$ cat src/rtl/pipeline_hazard_ctrl.sv
// Hazard controller for a 5-stage in-order pipeline: stalls, flushes, operand
// forwarding, data-memory wait/timeout handling and stall/flush performance counters.
module pipeline_hazard_ctrl (
  input  logic        clk,
  input  logic        rst_n,
  input  logic [4:0]  id_rs,
  input  logic [4:0]  id_rt,
  input  logic        id_uses_rt,
  input  logic [4:0]  ex_rs,
  input  logic [4:0]  ex_rt,
  input  logic [4:0]  ex_rd,
  input  logic        ex_regwrite,
  input  logic        ex_memtoreg,
  input  logic [4:0]  mem_rd,
  input  logic        mem_regwrite,
  input  logic [4:0]  wb_rd,
  input  logic        wb_regwrite,
  input  logic        ex_branch_taken,
  input  logic        mem_req,
  input  logic        dmem_ready,
  input  logic        perf_clr,
  output logic        pc_en,
  output logic        ifid_en,
  output logic        idex_en,
  output logic        exmem_en,
  output logic        memwb_en,
  output logic        flush_ifid,
  output logic        flush_idex,
  output logic [1:0]  fwd_a,
  output logic [1:0]  fwd_b,
  output logic [15:0] stall_cnt,
  output logic [15:0] flush_cnt,
  output logic        mem_timeout
);

  typedef enum logic [1:0] {
    RUN     = 2'd0,
    MEMWAIT = 2'd1,
    ERROR   = 2'd2
  } state_e;

  localparam logic [1:0] FWD_RF  = 2'b00;
  localparam logic [1:0] FWD_MEM = 2'b10;
  localparam logic [1:0] FWD_WB  = 2'b01;

  state_e      state_q, state_d;
  logic [7:0]  wait_cnt_q, wait_cnt_d;
  logic [15:0] stall_cnt_q, stall_cnt_d;
  logic [15:0] flush_cnt_q, flush_cnt_d;
  logic        mem_timeout_q, mem_timeout_d;

  logic freeze;
  logic load_use;

  always_comb begin
    // NOTE: every signal written here gets a default first, so no path can infer a latch.
    state_d    = state_q;
    wait_cnt_d = wait_cnt_q;
    case (state_q)
      RUN: begin
        wait_cnt_d = 8'd0;
        if (mem_req && !dmem_ready) state_d = MEMWAIT;
      end
      MEMWAIT: begin
        if (dmem_ready) begin
          state_d    = RUN;
          wait_cnt_d = 8'd0;
        end else if (wait_cnt_q == 8'hFF) begin
          state_d = ERROR;
        end else begin
          wait_cnt_d = wait_cnt_q + 8'd1;
        end
      end
      ERROR:   state_d = ERROR;
      default: state_d = RUN;
    endcase
  end

  assign freeze   = (mem_req && !dmem_ready) || (state_q == ERROR);
  assign load_use = ex_regwrite && ex_memtoreg && (ex_rd != 5'd0) &&
                    ((ex_rd == id_rs) || (id_uses_rt && (ex_rd == id_rt)));

  // Priority: reset, then a frozen pipe, then a taken branch, then the load-use bubble.
  always_comb begin
    pc_en      = 1'b0;
    ifid_en    = 1'b0;
    idex_en    = 1'b0;
    exmem_en   = 1'b0;
    memwb_en   = 1'b0;
    flush_ifid = 1'b0;
    flush_idex = 1'b0;
    if (rst_n && !freeze) begin
      pc_en    = 1'b1;
      ifid_en  = 1'b1;
      idex_en  = 1'b1;
      exmem_en = 1'b1;
      memwb_en = 1'b1;
      if (ex_branch_taken) begin
        flush_ifid = 1'b1;
        flush_idex = 1'b1;
      end else if (load_use) begin
        pc_en      = 1'b0;
        ifid_en    = 1'b0;
        flush_idex = 1'b1;
      end
    end
  end

  function automatic logic [1:0] fwd_sel(input logic [4:0] src);
    if (mem_regwrite && (mem_rd != 5'd0) && (mem_rd == src))   return FWD_MEM;
    else if (wb_regwrite && (wb_rd != 5'd0) && (wb_rd == src)) return FWD_WB;
    else                                                       return FWD_RF;
  endfunction

  assign fwd_a = rst_n ? fwd_sel(ex_rs) : FWD_RF;
  assign fwd_b = rst_n ? fwd_sel(ex_rt) : FWD_RF;

  always_comb begin
    stall_cnt_d = stall_cnt_q;
    flush_cnt_d = flush_cnt_q;
    if (perf_clr) begin
      stall_cnt_d = 16'd0;
      flush_cnt_d = 16'd0;
    end else begin
      if (!pc_en && (stall_cnt_q != 16'hFFFF)) stall_cnt_d = stall_cnt_q + 16'd1;
      if (flush_ifid && (flush_cnt_q != 16'hFFFF)) flush_cnt_d = flush_cnt_q + 16'd1;
    end
  end

  // Sticky: once ERROR is reached only rst_n clears the flag.
  assign mem_timeout_d = mem_timeout_q || (state_d == ERROR);

  // NOTE: state registers use non-blocking assignments so every flop samples pre-edge values.
  always_ff @(posedge clk or negedge rst_n) begin
    if (!rst_n) begin
      state_q       <= RUN;
      wait_cnt_q    <= 8'd0;
      stall_cnt_q   <= 16'd0;
      flush_cnt_q   <= 16'd0;
      mem_timeout_q <= 1'b0;
    end else begin
      state_q       <= state_d;
      wait_cnt_q    <= wait_cnt_d;
      stall_cnt_q   <= stall_cnt_d;
      flush_cnt_q   <= flush_cnt_d;
      mem_timeout_q <= mem_timeout_d;
    end
  end

  assign stall_cnt   = stall_cnt_q;
  assign flush_cnt   = flush_cnt_q;
  assign mem_timeout = mem_timeout_q;

endmodule

$ cat config.mk
export PLATFORM = sky130hd
export DESIGN_NAME = pipeline_hazard_ctrl
export DESIGN_NICKNAME = d
export VERILOG_FILES = /design/src/rtl/pipeline_hazard_ctrl.sv
export SDC_FILE = /design/constraint.sdc
export NUM_CORES = 1
export LEC_CHECK = 0
export BUFFER_PORTS_ARGS = -buffer_cell sky130_fd_sc_hd__buf_2
export CORE_ASPECT_RATIO = 1.5
export CORE_MARGIN = 5
export CORE_UTILIZATION = 55
export CTS_CLUSTER_DIAMETER = 80
export CTS_CLUSTER_SIZE = 16
export DETAILED_ROUTE_END_ITERATION = 8
export PLACE_DENSITY = 0.84
export SETUP_SLACK_MARGIN = 0.5
export SLEW_MARGIN = 15
export SYNTH_ARGS = -nofsm -noshare
export SYNTH_HDL_FRONTEND = slang
export SYNTH_SLANG_ARGS = --single-unit
$ cat constraint.sdc
create_clock -name clk -period 3.05 [get_ports clk]
set_clock_uncertainty 0.1 [all_clocks]
set_input_delay 0.61 -clock clk [delete_from_list [all_inputs] [get_ports clk]]
set_output_delay 0.61 -clock clk [all_outputs]
set_load 0.05 [all_outputs]
* Word-level counts from Yosys, hierarchy flattened
Cells that the tools add are included.
Operators by class: $add $sub $neg 3, eq/ne operators 13, multiplexer cells 26, reduce and logical (&&, ||, !) cells 28
Operators by type and width (number):
- 2-to-1 mux 16 bit | 4
- adder 16 x 1 -> 16 bit, second input constant | 2
- != test 16 bit, second input constant | 2
- == test 5 bit | 6
- 2-to-1 mux 8 bit | 2
- case mux 8 bit (2 select lines) | 1
- nonzero test 5 bit | 3
- logical AND 1 bit | 14
- 2-to-1 mux 2 bit | 7
- 2-to-1 mux 1 bit | 11
- adder 8 x 1 -> 8 bit, second input constant | 1
- == test 8 bit, second input constant | 1
- case mux 2 bit (3 select lines) | 1
- nonzero test 2 bit | 3
- == test 2 bit, second input constant | 2
- logical NOT 1 bit | 3
- logical OR 1 bit | 3
- != test 3 bit, second input constant | 1
- == test 2 x 1 -> 1 bit, second input constant | 1
- logical NOT 2 bit | 1
- AND reduction 2 bit | 1
Word-level totals: register bits after elaboration 43, bits of input ports 46, output and inout bits 44, logic and storage cells 75

* Longest topological paths before layout
Gate-level depths: netlist of run 1.
word-level depth 11, gate-level depth with buffers 8

* Least setup slack after synthesis of run 1
No wires, ideal clock.
path type input to output, start input port mem_rd[1], end output port fwd_b[0], arrival time 2961 ps, path slack -621 ps, stages 4, path through or4_1 -> o21ai_0 -> nor4_1 -> nor4_1
Between the ends: longest elaborated chain between the ends 5
RTL lines:
- start, declared | line 14 | input logic [4:0] mem_rd,
- nonzero test 5 bit | line 110 | if (mem_regwrite && (mem_rd != 5'd0) && (mem_rd == src)) return FWD_MEM;
- logical AND 1 bit | line 110
- logical AND 1 bit * | line 110
- 2-to-1 mux 2 bit * | line 110
- 2-to-1 mux 2 bit * | line 116 | assign fwd_b = rst_n ? fwd_sel(ex_rt) : FWD_RF;
- end, declared | line 30 | output logic [1:0] fwd_b,
Every way passes the cells marked *; elsewhere a longest branch is shown, timed or not.

* Worst setup path in the final report of run 1
start input port wb_rd[3], end output port fwd_b[0]
Between the ends: longest elaborated chain between the ends 6
RTL lines:
- start, declared | line 16 | input logic [4:0] wb_rd,
- nonzero test 5 bit | line 111 | else if (wb_regwrite && (wb_rd != 5'd0) && (wb_rd == src)) return FWD_WB;
- logical AND 1 bit | line 111
- logical AND 1 bit * | line 111
- 2-to-1 mux 1 bit * | line 111
- 2-to-1 mux 2 bit * | line 110
- 2-to-1 mux 2 bit * | line 116
Marked as above.

==> flow_metrics.env, run 1 <==
export IMPL_status="finished clean"
export IMPL_gp_congestion=0.820
export IMPL_pin_count=90
export IMPL_path_class="input port to output pin"
export IMPL_p_int_mw=0.836
export IMPL_max_slew_margin=0.642
export IMPL_routed_wl_mm=7.98
export IMPL_tns_ps=0
export IMPL_nets=442
export IMPL_fp_dieW_um=67.4
export IMPL_ir_drop_mv=0.397
export IMPL_final_instance_count_excl_fill=460
export IMPL_fillers=370
export IMPL_tightest_slew_ps=536
export IMPL_switching_share=0.308
export IMPL_numCtsBuffers=5
export IMPL_finalWorstSetupSlack_ps=295
export IMPL_vias=2699
export IMPL_synthToLayoutAreaGrowth_pct=30.5
export IMPL_grt_pass1_vias=2596
export IMPL_worst_ep_arrival_time_ps=2050
export IMPL_hold_viol_final=0
export IMPL_ys_async_sr_fraction=1.00
export IMPL_synth_top_cell_area_share=0.396
export IMPL_ys_ff_latch=43
export IMPL_grt_pass1_wl_mm=11.8
export IMPL_powerDensity_nw_per_um2=341
export IMPL_yosysMostFrequentCell="dfrtp_1"
export IMPL_setup_viol=0
export IMPL_ys_seq_area_frac=0.396
export IMPL_insertion_delay_ps=300
export IMPL_syn_avg_cell_area_um2=9.18
export IMPL_drc_errors=0
export IMPL_ys_top_cells_by_area="dfrtp_1 40%, xnor2_1 8.7%, xor2_1 6.8%"
export IMPL_grt_usage=0.239
export IMPL_dp_cells=446
export IMPL_p_leak_nw=1.57
export IMPL_stdcell_area_um2=3550
export IMPL_whs_ps=29.1
export IMPL_port_buffers=89
export IMPL_final_util=0.738
export IMPL_start_util=0.565
export IMPL_critPathCaptureType="output pin"
export IMPL_hp_class="input port to async pin"
export IMPL_cts_sinks=43
export IMPL_clkPwrFrac=0.306
export IMPL_grt_max_degree=43
export IMPL_cts_tree="done"
export IMPL_rr_worst_depth=7
export IMPL_synth_edff_count=0
export IMPL_yosys_warnings=0
export IMPL_firstDrtPassIters=5
export IMPL_hold_buffers=0
export IMPL_place_area_um2=3250
export IMPL_synth_common_cells="43 x dfrtp_1, 27 x nor2_1, 27 x xnor2_1"
export IMPL_drt_iter0_drc=222
export IMPL_worstSetupStartpointType="input port"
export IMPL_maxClockFrequency_ghz=0.363
export IMPL_coreArea_um2=4810
export IMPL_power_switching_mw=0.372
export IMPL_drv_slew=0
export IMPL_num_rows=31
export IMPL_die_area_um2=6480
export IMPL_power_frac_comb=0.208
export IMPL_insertedDiodeCount=0
export IMPL_cts_reportedPaths_clkPinSlew_ps=80
export IMPL_r2r_end="stall_cnt[13]$_DFFE_PN0P_"
export IMPL_layout_worst_path_cycle_share=0.903
export IMPL_cp_max_fo=3
export IMPL_min_period_ps=2760
export IMPL_cap_violations=0
export IMPL_rsz0062_at_grt="yes"
export IMPL_synth_cell_types=46
export IMPL_detail_route_antenna_nets=0
export IMPL_hpwl_mm=5.24
export IMPL_dp_slack_ps=272
export IMPL_syn_inst=296
export IMPL_wl_per_cell_um=17.4
export IMPL_drive_gt1_frac=0.343
export IMPL_grt_overflow=0
export IMPL_synth_top_area_cell="dfrtp_1"
export IMPL_synth_main_ff_cell="dfrtp_1"
export IMPL_drt_vias_per_instance=5.87
export IMPL_seq_power_share=0.485
export IMPL_rrSetupSlack_ps=740
export IMPL_syn_nets=345
export IMPL_r2r_start="stall_cnt[0]$_DFFE_PN0P_"
export IMPL_clock_path_buffers=2
export IMPL_total_power_mw=1.21
export IMPL_htreeDepth=2
export IMPL_antenna_found_initial=0
export IMPL_required_ps=2340
export IMPL_die_y_um=96.1
export IMPL_cts_root_buf="clkbuf_8"
export IMPL_syn_area_um2=2720
-- state kept, by name, indices dropped and copies added, names as in the netlist --
| name | flops |
|---|---|
| wait_cnt_q | 8 |
| state_q | 2 |
| stall_cnt | 16 |
| flush_cnt | 16 |
| mem_timeout | 1 |
-- routing by layer --
| metal | track usage | part of all wire | up-vias |
|---|---|---|---|
| met5 | 0 | 0 | - |
| met4 | 0.130 | 0.044 | 0 |
| met3 | 0.0479 | 0.050 | 38 |
| met2 | 0.447 | 0.54 | 107 |
| met1 | 0.240 | 0.36 | 1304 |
| li1 | - | - | 1250 |
-- cell type report --
| type | count | area [µm²] | area share |
|---|---|---|---|
| clock inverters | 3 | 23.8 | 0.00670 |
| flip-flops and latches | 43 | 1080 | 0.303 |
| clock buffers | 5 | 68.8 | 0.0194 |
| well taps | 66 | 82.6 | 0.0233 |
| multi-input cells | 238 | 1650 | 0.465 |
| inverters | 7 | 28.8 | 0.00811 |
| repair buffers | 98 | 618 | 0.174 |
-- worst max path at each step --
stage | end | startpoint
2_1_floorplan | fwd_b[0] | wb_rd[3]
3_3_place_gp | fwd_b[0] | mem_rd[1]
3_5_place_dp | fwd_a[1] | mem_rd[4]
4_1_cts | fwd_a[1] | mem_rd[2]
5_1_grt | fwd_b[0] | wb_rd[3]
6_report | fwd_b[0] | wb_rd[3]
-- cells in the final DEF (no fill, tap or decap), drive strengths merged, types with 4 or more instances in the layout --
| cell | instances |
|---|---|
| inv | 8 |
| nor3 | 4 |
| and4 | 4 |
| and3 | 9 |
| nor2 | 27 |
| xnor2 | 27 |
| nand3 | 18 |
| a21oi | 22 |
| dfrtp | 43 |
| nand2 | 20 |
| clkbuf | 5 |
| or4 | 6 |
| nor2b | 4 |
| xor2 | 21 |
| and2 | 6 |
| o21ai | 18 |
| nand4 | 8 |
| or3 | 15 |
| buf | 98 |
-- worst max-delay path, cell delays in order --
cell and delay, ps:
buf_2 130, or4_1 120, o211ai_1 130, or4_4 470
nor4_4 370, buf_6 210
-- power groups by stage --
stage                     clock network [mW]  logic, mW  registers, mW
after global placement                     0      0.209          0.598
after global routing                   0.401      0.266          0.587
after CTS                              0.378      0.232          0.586
final                                  0.370      0.252          0.586
after detailed placement                   0      0.214          0.597
after floorplan                            0      0.118          0.615
-- what timing repair did --
| item | 4_1_cts | 5_1_grt |
|---|---|---|
| endpoints found under the setup margin | 7 | 7 |
| gates resized for setup | 31 | 9 |
| setup buffers | 1 | 5 |
| pin swaps | 8 | 5 |
-- kinds of logic (layout without fill, tap and decap cells) --
logic type                 Yosys count  after routing  share of synthesized area
and+or+nand+nor                    128            128                      0.250
AOI/OAI and AO/OA                   56             56                      0.143
xor gates and xnor gates            48             48                      0.155
DFF                                 43             43                      0.396
buffers and inverters               15            113                     0.0304
adders and majority gates            3              3                     0.0138
muxes                                3              3                     0.0120
Note: power is estimated with default switching activity, not from simulation.
==> run 2: changes to the inputs <==
==> constraint.sdc (replaced) <==
create_clock -name clk -period 3.05 [get_ports clk]
set_clock_uncertainty 0.1 [all_clocks]
set_input_delay 0.1525 -clock clk [delete_from_list [all_inputs] [get_ports clk]]
set_output_delay 0.1525 -clock clk [all_outputs]
set_load 0.05 [all_outputs]
==> run 2 against run 1 <==
  * Clock power grew 43%
  * Via count decreased by 6.8%
  * Total power up 9.5%
  * Wire length is 14% lower
  * Critical path type is now flip-flop to flip-flop
  * Highest routed layer unchanged
==> flow_metrics.env, run 2 (synthesis gave the netlist of run 1 again) <==
export IMPL_grt_max_degree=43
export IMPL_firstDrtPassIters=4
export IMPL_crit_start="stall_cnt[0]$_DFFE_PN0P_"
export IMPL_start_util=0.565
export IMPL_routed_wl_mm=6.90
export IMPL_coreArea_um2=4810
export IMPL_r2r_start="stall_cnt[0]$_DFFE_PN0P_"
export IMPL_gp_congestion=0.807
export IMPL_drc_errors=0
export IMPL_drive_gt1_frac=0.304
export IMPL_required_ps=3170
export IMPL_nets=436
export IMPL_max_slew_margin=0.537
export IMPL_power_frac_comb=0.157
export IMPL_clock_path_buffers=2
export IMPL_place_area_um2=3200
export IMPL_stdcell_area_um2=3360
export IMPL_hp_class="input port to flip-flop"
export IMPL_insertion_delay_ps=300
export IMPL_status="finished clean"
export IMPL_cts_sinks=43
export IMPL_r2r_end="stall_cnt[13]$_DFFE_PN0P_"
export IMPL_grt_pass1_vias=2556
export IMPL_layout_worst_path_cycle_share=0.767
export IMPL_cts_tree="done"
export IMPL_holdPathStages=3
export IMPL_hpwl_mm=5.19
export IMPL_clkPwrFrac=0.400
export IMPL_cts_reportedPaths_clkPinSlew_ps=80
export IMPL_final_cell_mix="89 x buf_2, 43 x dfrtp_1, 27 x nor2_1, 27 x xnor2_1, 21 x xor2_1"
export IMPL_worst_path_buf_inv=0
export IMPL_vias=2515
export IMPL_powerDensity_nw_per_um2=394
export IMPL_numCtsBuffers=5
export IMPL_hold_viol_final=0
export IMPL_min_from="mem_req"
export IMPL_p_int_mw=0.977
export IMPL_synthToLayoutAreaGrowth_pct=23.6
export IMPL_critPathCaptureType="flip-flop"
export IMPL_die_y_um=96.1
export IMPL_cp_max_fo=25
export IMPL_seq_power_share=0.443
export IMPL_worstSetupStartpointType="flip-flop"
export IMPL_worst_ep_arrival_time_ps=2470
export IMPL_path_class="flip-flop to flip-flop"
export IMPL_detail_route_antenna_nets=0
export IMPL_setup_viol=0
export IMPL_multiInputGateArea_um2=1570
export IMPL_p_leak_nw=1.52
export IMPL_die_area_um2=6480
export IMPL_fp_dieW_um=67.4
export IMPL_tightest_slew_ps=695
export IMPL_hold_path_end="state_q[0]$_DFF_PN0_"
export IMPL_rsz0062_at_grt="no"
export IMPL_cap_violations=0
export IMPL_antenna_found_initial=0
export IMPL_layout_area_seq_um2=1080
export IMPL_hold_buffers=2
export IMPL_crit_chain="ha_1, and2_1, and4_4, a21oi_2, a21oi_4, or4_1, a21oi_1"
export IMPL_insertedDiodeCount=0
export IMPL_critPathSlowestCell="or4_1"
export IMPL_grt_overflow=0
export IMPL_rrSetupSlack_ps=710
export IMPL_cts_repair_resized=0
export IMPL_postCtsSetupRepairBufs=0
export IMPL_htreeDepth=2
export IMPL_pin_count=90
export IMPL_power_switching_mw=0.347
export IMPL_min_period_ps=2340
export IMPL_wl_per_cell_um=15.2
export IMPL_cts_root_buf="clkbuf_8"
export IMPL_grt_usage=0.225
export IMPL_drt_vias_per_instance=5.54
export IMPL_ir_drop_mv=0.315
export IMPL_final_common_cell="buf_2"
export IMPL_slowest_delay_ps=520
export IMPL_tns_ps=0
export IMPL_maxClockFrequency_ghz=0.427
export IMPL_fillers=417
export IMPL_rr_worst_depth=7
export IMPL_critical_path_top_delay_family="simple AND/OR/NAND/NOR gates"
export IMPL_switching_share=0.262
export IMPL_port_buffers=89
export IMPL_drt_iter0_drc=134
export IMPL_grt_pass1_wl_mm=11.1
export IMPL_num_rows=31
export IMPL_drv_slew=0
==> run 2: cell count changes in the layout (fill, tap and decap cells not counted), sizes merged <==
cell and delta:
clkinvlp -1, bufinv +2, inv -1, dlygate4sd3 +2, buf -8
==> run 2: worst max path at each step <==
stage                                      to  depth (start not counted)
floorplan            stall_cnt[8]$_DFFE_PN0P_                          8
global placement    stall_cnt[13]$_DFFE_PN0P_                          7
detailed placement  stall_cnt[13]$_DFFE_PN0P_                          7
CTS                 stall_cnt[13]$_DFFE_PN0P_                          7
global route        stall_cnt[13]$_DFFE_PN0P_                          7
finish              stall_cnt[13]$_DFFE_PN0P_                          7
==> run 2: layer usage <==
metal  part of all wire  up-vias  routed length, µm  global-route usage
met5                  0        -                  0                   0
met4              0.014        0                 94              0.0931
met3              0.046        9                315              0.0444
met2               0.57       63               3930               0.421
met1               0.37     1209               2560               0.238
li1                   -     1234                  -                   -
==> run 2: worst min-delay path, cell delays in order <==
cell	delay (ps)
buf_2	110
nor2_1	70
a2111oi_0	60
==> run 2: layout make-up <==
cell class                 count  area share
tap                           66      0.0246
clock buffer                   5      0.0205
timing repair buffer          92       0.141
sequential                    43       0.320
multi-input combinational    238       0.466
inverter                       7     0.00782
clock inverter                 3      0.0201
==> run 2: power groups by stage <==
stage / logic, mW / clock network [mW] / registers, mW
finish: 0.208 / 0.530 / 0.586
floorplan: 0.111 / 0 / 0.615
global route: 0.227 / 0.562 / 0.588
global placement: 0.201 / 0 / 0.596
CTS: 0.208 / 0.540 / 0.586
detailed placement: 0.206 / 0 / 0.598
==> run 2: stage by stage <==
stage | power, mW | worst slack, ps | cells | hold slack, ps | utilization
final | 1.32 | 709 | 454 | 35.8 | 0.698
after global routing | 1.38 | 632 | 454 | 88.0 | 0.698
after CTS | 1.33 | 719 | 454 | 25.7 | 0.698
after detailed placement | 0.803 | 764 | 444 | -112 | 0.666
after global placement | 0.798 | 847 | 444 | -115 | 0.666
after floorplan | 0.726 | 709 | 296 | -243 | -
